### src/rtl/sd_ctrl_pkg.sv
// Shared types and constants for the SD block-read sequencer and its response FIFO.
package sd_ctrl_pkg;

    localparam int SD_WORD_W   = 32;
    localparam int SD_READ_LAT = 1;

    typedef enum logic [2:0] {
        IDLE,
        SETADDR,
        READ,
        DRAIN,
        DONE
    } state_t;

endpackage

### src/rtl/sd_resp_fifo.sv
// Synchronous FIFO holding {last, data} words on their way to the consumer.
// No bypass: a word pushed this cycle becomes visible at the head next cycle.
module sd_resp_fifo #(
    parameter int DEPTH = 4,
    parameter int W     = 33
) (
    input  logic                   clk_i,
    input  logic                   rst_i,
    input  logic                   push_i,
    input  logic [W-1:0]           push_data_i,
    input  logic                   pop_i,
    output logic [W-1:0]           head_o,
    output logic                   empty_o,
    output logic [$clog2(DEPTH):0] count_o
);

    localparam int AW = $clog2(DEPTH);
    localparam int CW = AW + 1;

    logic [W-1:0]  mem_q [DEPTH];
    logic [AW-1:0] wr_q;
    logic [AW-1:0] rd_q;
    logic [CW-1:0] count_q;

    always_ff @(posedge clk_i) begin
        if (push_i) begin
            mem_q[wr_q] <= push_data_i;
        end
    end

    // Pointers wrap naturally because DEPTH is a power of two.
    always_ff @(posedge clk_i) begin
        if (rst_i) begin
            wr_q    <= '0;
            rd_q    <= '0;
            count_q <= '0;
        end else begin
            wr_q    <= wr_q + AW'(push_i);
            rd_q    <= rd_q + AW'(pop_i);
            count_q <= count_q + CW'(push_i) - CW'(pop_i);
        end
    end

    assign head_o  = mem_q[rd_q];
    assign empty_o = (count_q == '0);
    assign count_o = count_q;

endmodule

### src/rtl/sd_read_ctrl.sv
// Block-read sequencer for the SD helper: one setAddr, then one ren per word,
// streaming captured words to a consumer through a credit-limited FIFO.
import sd_ctrl_pkg::*;

module sd_read_ctrl #(
    parameter int FIFO_DEPTH = 4,
    parameter int LEN_W      = 16
) (
    input  logic                 clock,
    input  logic                 reset,
    input  logic                 req_valid,
    output logic                 req_ready,
    input  logic [SD_WORD_W-1:0] req_addr,
    input  logic [LEN_W-1:0]     req_len,
    output logic                 resp_valid,
    input  logic                 resp_ready,
    output logic [SD_WORD_W-1:0] resp_data,
    output logic                 resp_last,
    output logic                 done,
    output logic                 busy,
    output logic                 sd_setAddr,
    output logic [SD_WORD_W-1:0] sd_addr,
    output logic                 sd_ren,
    input  logic [SD_WORD_W-1:0] sd_data,
    output state_t               dbg_state
);

    // Handshakes: a transfer happens on a rising clock edge where valid and
    // ready are both high; valid never depends combinationally on ready.

    localparam int CW = $clog2(FIFO_DEPTH) + 1;

    state_t               state_q, state_d;
    logic [LEN_W-1:0]     rem_q, rem_d;
    logic                 setaddr_q, setaddr_d;
    logic [SD_WORD_W-1:0] addr_q, addr_d;
    logic                 ren_q, ren_d;

    logic                 push, push_last, pop, fifo_empty;
    logic [CW-1:0]        fifo_count, cnt_next;
    logic [SD_WORD_W:0]   head;

    // ren_q doubles as the in-flight flag: the word requested this cycle is
    // captured and pushed at the edge that ends the cycle.
    assign push      = ren_q;
    assign push_last = ren_q && (rem_q == LEN_W'(1));
    assign pop       = resp_valid && resp_ready;
    assign cnt_next  = fifo_count + CW'(push) - CW'(pop);

    always_comb begin
        state_d   = state_q;
        rem_d     = rem_q;
        setaddr_d = 1'b0;
        addr_d    = '0;
        if (ren_q) begin
            rem_d = rem_q - LEN_W'(1);
        end
        case (state_q)
            IDLE: begin
                if (req_valid) begin
                    rem_d = req_len;
                    if (req_len == '0) begin
                        state_d = DONE;
                    end else begin
                        state_d   = SETADDR;
                        setaddr_d = 1'b1;
                        addr_d    = req_addr;
                    end
                end
            end
            SETADDR: state_d = READ;
            READ:    if (push_last) state_d = DRAIN;
            DRAIN:   if (fifo_empty) state_d = DONE;
            DONE:    state_d = IDLE;
            default: state_d = IDLE;
        endcase
        // Issue the next ren only if its word is guaranteed a free FIFO slot.
        ren_d = (state_d == READ) && (rem_d != '0) && (cnt_next < CW'(FIFO_DEPTH));
    end

    always_ff @(posedge clock) begin
        if (reset) begin
            state_q   <= IDLE;
            rem_q     <= '0;
            setaddr_q <= 1'b0;
            addr_q    <= '0;
            ren_q     <= 1'b0;
        end else begin
            state_q   <= state_d;
            rem_q     <= rem_d;
            setaddr_q <= setaddr_d;
            addr_q    <= addr_d;
            ren_q     <= ren_d;
        end
    end

    sd_resp_fifo #(
        .DEPTH (FIFO_DEPTH),
        .W     (SD_WORD_W + 1)
    ) u_fifo (
        .clk_i       (clock),
        .rst_i       (reset),
        .push_i      (push),
        .push_data_i ({push_last, sd_data}),
        .pop_i       (pop),
        .head_o      (head),
        .empty_o     (fifo_empty),
        .count_o     (fifo_count)
    );

    assign resp_valid = !fifo_empty;
    assign resp_data  = resp_valid ? head[SD_WORD_W-1:0] : '0;
    assign resp_last  = resp_valid && head[SD_WORD_W];
    assign req_ready  = (state_q == IDLE);
    assign busy       = (state_q != IDLE);
    assign done       = (state_q == DONE);
    assign sd_setAddr = setaddr_q;
    assign sd_addr    = addr_q;
    assign sd_ren     = ren_q;
    assign dbg_state  = state_q;

endmodule

### config.mk
export PLATFORM = sky130hd
export DESIGN_NAME = sd_read_ctrl
export DESIGN_NICKNAME = d
export VERILOG_FILES = /design/src/rtl/sd_ctrl_pkg.sv /design/src/rtl/sd_resp_fifo.sv /design/src/rtl/sd_read_ctrl.sv
export SDC_FILE = /design/constraint.sdc
export NUM_CORES = 1
export LEC_CHECK = 0
export ABC_AREA = 1
export BUFFER_PORTS_ARGS = -buffer_cell sky130_fd_sc_hd__buf_2
export CORE_AREA = 2 2 122 124
export DETAILED_ROUTE_END_ITERATION = 16
export DIE_AREA = 0 0 124 126
export PLACE_DENSITY = 0.79
export RECOVER_POWER = 25
export SYNTH_ARGS = -nofsm -noshare
export SYNTH_HDL_FRONTEND = slang
export SYNTH_SLANG_ARGS = --single-unit
### constraint.sdc
create_clock -name clock -period 4 [get_ports clock]
set_clock_uncertainty 0.1 [all_clocks]
set_input_delay 1.2 -clock clock [delete_from_list [all_inputs] [get_ports clock]]
set_output_delay 1.2 -clock clock [all_outputs]
set_load 0.01 [all_outputs]
# Word level (Yosys, flattened, before mapping)

Memory sizes are Yosys's and may differ from the RTL's. A register that Yosys moved wholly into a read port is not among the register bits.
Cells that the tools add are included.

Register bits: 60
Latch bits: 0
Bits in writable memories: 132
Bits in read-only memories: 0
Bits of input ports: 84
Output and inout port bits: 74
Logic and storage cells: 49
Memories kept: 1

Memory list:

| memory       | depth | bits a word | read ports | clocked after memory_dff | wr ports | RTL line           | text |
|---|---|---|---|---|---|---|---|
| u_fifo.mem_q | 4     | 33          | 1          | 1                        | 1        | sd_resp_fifo.sv:20 | `logic [W-1:0] mem_q [DEPTH];` |

Add/subtract/negate cells: 5
Multipliers: 0
Div/mod/pow operators: 0
Order comparisons: 1
Equal/unequal tests: 6
Shift-type cells: 0
Mux-type cells: 13
Bitwise operators: 2
Reduce and logical (&&, ||, !) cells: 13

Operator list:

| kind                                                 | count |
|---|---|
| 2-to-1 mux 16 bit                                    | 3 |
| 2-to-1 mux 32 bit                                    | 1 |
| equality test 16 x 1 -> 1 bit, second input constant | 1 |
| logical NOT 16 bit                                   | 1 |
| nonzero test 16 bit                                  | 1 |
| subtractor 16 x 1 -> 16 bit, second input constant   | 1 |
| 2-to-1 mux 3 bit                                     | 4 |
| one-hot mux 3 bit (4 select lines)                   | 1 |
| equality test 3 x 2 -> 1 bit, second input constant  | 3 |
| logical NOT 3 bit                                    | 2 |
| logical AND 1 bit                                    | 5 |
| adder 2 x 1 -> 2 bit                                 | 2 |
| OR reduction 4 bit                                   | 1 |
| adder 3 x 1 -> 3 bit                                 | 1 |
| equality test 3 x 1 -> 1 bit, second input constant  | 1 |
| equality test 3 bit, second input constant           | 1 |
| < comparator 3 bit, second input constant            | 1 |
| 2-to-1 mux 1 bit                                     | 3 |
| nonzero test 3 bit                                   | 1 |
| OR reduction 3 bit                                   | 1 |
| subtractor 3 x 1 -> 3 bit                            | 1 |
| 2-to-1 mux 2 bit                                     | 1 |
| NOT 1 bit                                            | 2 |
| logical NOT 1 bit                                    | 1 |

# Logic depth before layout (Yosys ltp)

Depth after elaboration: 7
Depth in mapped cells: 15
Depth with buffers taken out: 15

# Modules after synthesis

Synthesis repeated with hierarchy kept, for this count alone.

Cell total of the unflattened synthesis: 856
Area total of the unflattened synthesis: 8,415.6 um^2

By module, submodules not included:

| module       | times used | cells each | area each (um^2) | sequential area each (um^2) |
|---|---|---|---|---|
| sd_resp_fifo | 1          | 428        | 5,736.8          | 4,103.9 |
| sd_read_ctrl | 1          | 428        | 2,678.8          | 1,061.0 |

# Least setup slack after synthesis

No wires, ideal clock.

Kind: register -> register
Start point: register ren_q, in the netlist sd_ren
End point: memory u_fifo.mem_q[1][0] (enable)
Setup time: 465 ps
Data arrival time: 2,959 ps
Required time: 3,435 ps
Setup slack: 477 ps
Cell stages (with the launch flop): 4
Path buffers: 1
Period minus slack after synthesis: 3,523 ps
Path through: dfxtp_1 > buf_4 > inv_2 > nor3_1

Cells in the longest elaborated chain, start to end: 2

Ends and longest elaborated chain:

| element                                | RTL line           | text |
|---|---|---|
| from (decl)                            | sd_read_ctrl.sv:37 | `logic ren_q, ren_d;` |
| from (signal assigned)                 | sd_read_ctrl.sv:93 | `ren_q <= ren_d;` |
| 2-to-1 mux 1 bit                       | sd_resp_fifo.sv:26 | `if (push_i) begin` |
| 2-to-1 mux 1 bit (not written as such) | sd_resp_fifo.sv:27 | `mem_q[wr_q] <= push_data_i;` |
| to (decl)                              | sd_resp_fifo.sv:20 |  |

Every way passes these cells.

==> key figures <==
Status
  • Outcome: completed

Route
  • Via Count: between 5k and 6k
  • Detailed Route Iter0 Violations: between 400 and 500
  • Average vias per placed instance: just over 5
  • Total detailed-routing wirelength: between 15 and 20 mm
  • DRC viols: 0
  • DRT Pass-1 Iters: 5
  • Antenna Nets Post-Route: 0
  • Routed wire per std cell: around 15 µm

Setup path
  • CP delay by family, top: buffers and inverters
  • R2r setup slk: around 1.5 ns
  • CP Data Required Time: 2.70 ns
  • Most used cell, CP: nor2_1
  • Critical path's slowest cell: dfxtp_2
  • CP Cell Sequence: buf_4 > nor2_1 > nor2_1 > o21ai_0 > a21oi_1 > buf_2
  • R2R Path End: sd_ren$_SDFF_PP0_
  • CP Max Fanout: 50
  • CP max stage delay: around 0.56 ns
  • Crit. Startpoint: u_fifo.rd_q[0]$_SDFF_PP0_
  • Critical path class: reg -> out
  • Critical Path AT: 2.23 ns
  • Worst Path Buf+Inv: 2
  • FF-to-FF Start: u_fifo.count_o[1]$_SDFF_PP0_
  • Crit start category: register
  • CP Capture Type: primary output
  • Worst reg2reg path depth: 13

Synth
  • Number of library cell types mapped by synthesis: 31
  • Post-Syn Nets: ~860
  • Count of synthesis-stage warnings from yosys: 0
  • Syn Area/Cell: around 10 µm²
  • Ys flop type: edfxtp_1
  • Area share of the largest cell type after synthesis: approximately 51%
  • Post-Synthesis Cells: 771
  • Top area cells in the synthesized netlist: edfxtp_1 (51%), dfxtp_1 (16%), nor2_1 (10%), o21ai_0 (4.7%), inv_1 (3.6%)
  • Ys async rst share: 0%
  • EDFF count, synth: approximately 130
  • Largest area contributor in the netlist: edfxtp_1
  • Mapped Area: 7730 µm²
  • Register area share after synthesis: ~67%
  • #FFs+latches synth: around 190

Global route
  • Largest net degree at the start of global routing: between 50 and 60
  • Global Route Usage Sum: between 20% and 30%
  • Initial antenna violation count: 1
  • First-pass GRT wire length: ~26 mm
  • Grt ovf: 0
  • Number of global-route vias before repair: roughly 5.6k

Placement
  • Hpwl dp: between 10 and 15 mm
  • PortBufs: roughly 160
  • Setup Slack @ Placement: roughly 0.7 ns
  • Final GP Congestion: a little over 0.9

Layout
  • Layout cells sized above 1: 21.0%
  • # diodes: 0
  • Layout area overhead: 19.8%
  • Final #Nets: ~1.0k
  • Fill cells: between 1k and 1.5k

Worst hold path
  • WHS Path Cells: 2
  • Worst min-delay path class: reg -> reg
  • Worst hold endpoint: u_fifo.wr_q[1]$_SDFF_PP0_
  • Hold Crit Start: u_fifo.wr_q[1]$_SDFF_PP0_

STA
  • Slew Limit Fails: 0
  • Final setup margin: around 0.47 ns
  • Final setup TNS: 0 ns
  • Crit path time final: around 3.5 ns
  • Fmax: between 200 and 300 MHz
  • Fin crit share: around nine tenths
  • Slew @ Worst Pin: roughly 0.59 ns
  • Final Hold Fails: 0
  • Max_slew headroom: between 60% and 70%
  • WHS: 0.487 ns
  • RSZ-0062 raised after global routing: false
  • Count of final setup violators: 0

Clock network
  • H-tree levels: 4
  • Post-CTS resize count: 0
  • CTS max path bufs: 2
  • Clock Latency Late Sink: 0.42 ns
  • Num CTS Buffers: 17
  • CTS sink cnt: between 150 and 200
  • CTS tree: yes
  • CTS Hold Bufs: 0
  • Clock-pin slew on the worst setup and hold paths: approximately 0.060 ns
  • Root buffer cell: clkbuf_16
  • Post-CTS Repair Setup Buffers: 0

Pwr
  • Clk pwr share: 30.4%
  • Sequential power share: a little over two fifths
  • Sw Share: 31.6%
  • Pint: approximately 3.7 mW
  • Worst vdd ir: between 0.3 and 0.4 mV
  • Net Sw Power: approximately 1.7 mW
  • Lkg Pwr: approximately 3.9 nW
  • Comb power frac: 26.6%
  • Pwr Density: 583 nW/µm²

Floorplan
  • Num ports: about 160
  • Initial core utilization: 54.0%
  • Die area: 15600 µm²
  • Die width: approximately 120 µm
  • Core ar.: approximately 14000 µm²
  • Die height: 126 µm
  • Num rows: 44

Flow run
  • Max_cap viols: 0
==> layer usage <==
layer | vias up | track usage (%) | share of wire (%)
met5 | - | 0 | 0.073
met3 | 22 | 6.79 | 8.7
li1 | 2854 | - | -
met4 | 2 | 8.79 | 1.4
met2 | 217 | 37.0 | 49
met1 | 2587 | 26.1 | 41
==> worst max path at each step <==
stage,to,slack (ns),cells past startpoint
2_1_floorplan,u_fifo.mem_q[1][0]$_DFFE_PP_,0.48,3
3_3_place_gp,sd_ren$_SDFF_PP0_,0.82,14
3_5_place_dp,sd_ren$_SDFF_PP0_,0.70,14
4_1_cts,resp_data[19],0.43,6
5_1_grt,resp_data[19],0.30,6
6_report,resp_data[19],0.47,6
==> final cells by class <==
cell class	instances	area (µm²)	area share [%]
Timing Repair Buffer	167	828	8.94
Clock inverter	10	110	1.19
Clock buffer	22	474	5.12
Tap cell	184	230	2.49
Multi-Input combinational cell	467	2160	23.3
Inverter	79	297	3.20
Sequential cell	192	5170	55.8
==> stage by stage <==
step	std cells	instance area (µm²)	util (%)	power [mW]
floorplan	771	7730	-	3.27
global route	1121	9260	64.7	5.70
global placement	1089	8710	60.9	3.76
detailed placement	1089	8710	60.9	3.80
finish	1121	9260	64.7	5.40
CTS	1121	9300	64.9	5.44
==> cells by family after synthesis <==
logic type	share of synthesized area [%]
and+or+nand+nor	18.6
DFF	66.8
buffers and inverters	5.66
AOI/OAI and AO/OA	7.25
adders and majority gates	1.23
xor gates and xnor gates	0.453
==> power groups by stage <==
stage	registers [mW]	clock network (mW)	logic, mW
6_report	2.32	1.64	1.43
5_1_grt	2.34	1.74	1.62
4_1_cts	2.32	1.67	1.45
3_5_place_dp	2.36	0	1.44
3_3_place_gp	2.36	0	1.40
2_1_floorplan	2.34	0	0.927
==> Yosys cell counts, types with 2 or more instances <==
cell type / count
o21ai_0: 72
nand2_1: 70
or2_2: 4
nor2_2: 4
buf_1: 7
dfxtp_1: 60
nand3_1: 28
clkbuf_1: 19
inv_2: 5
nor2_1: 213
nor4_1: 3
buf_2: 5
inv_1: 74
ha_1: 6
nand4_1: 10
xor2_1: 2
nor3_1: 5
nor2_4: 3
edfxtp_1: 132
xnor2_1: 2
a21oi_1: 37
==> worst register-to-register path: cells and delay by family (launching register included) <==
| kind | cells | cell delay, ns |
|---|---|---|
| XOR/XNOR | 2 | 0.40 |
| adder cells (fa/ha/maj) | 3 | 0.78 |
| buffers and inverters | 3 | 0.18 |
| flip-flops | 1 | 0.36 |
| AND/OR/NAND/NOR | 5 | 0.61 |
==> state kept, by name (all words and copies together), names as in the netlist <==
signal and flops:
sd_addr 32, u_fifo.mem_q 132, rem_q 16, dbg_state 3, u_fifo.count_o 3, sd_setAddr 1, u_fifo.rd_q 2, u_fifo.wr_q 2
sd_ren 1
==> layout by cell type (no fill, tap or decap), types with 2 or more instances in the layout <==
| master | count |
|---|---|
| dfxtp_1 | 58 |
| nand3_1 | 28 |
| nor3_2 | 4 |
| clkbuf_1 | 28 |
| nor4_1 | 3 |
| inv_1 | 74 |
| ha_1 | 6 |
| clkbuf_16 | 17 |
| clkinv_4 | 2 |
| nor2_4 | 3 |
| nor2_2 | 4 |
| or2_2 | 4 |
| nand4_1 | 10 |
| clkinv_2 | 4 |
| buf_4 | 10 |
| a21oi_1 | 37 |
| o21ai_0 | 72 |
| edfxtp_1 | 132 |
| dfxtp_2 | 2 |
| clkbuf_8 | 3 |
| bufinv_16 | 2 |
| xnor2_1 | 2 |
| xor2_1 | 2 |
| nand2_1 | 70 |
| inv_2 | 5 |
| buf_2 | 131 |
| nor2_1 | 213 |
Note: power is estimated with default switching activity, not from simulation.
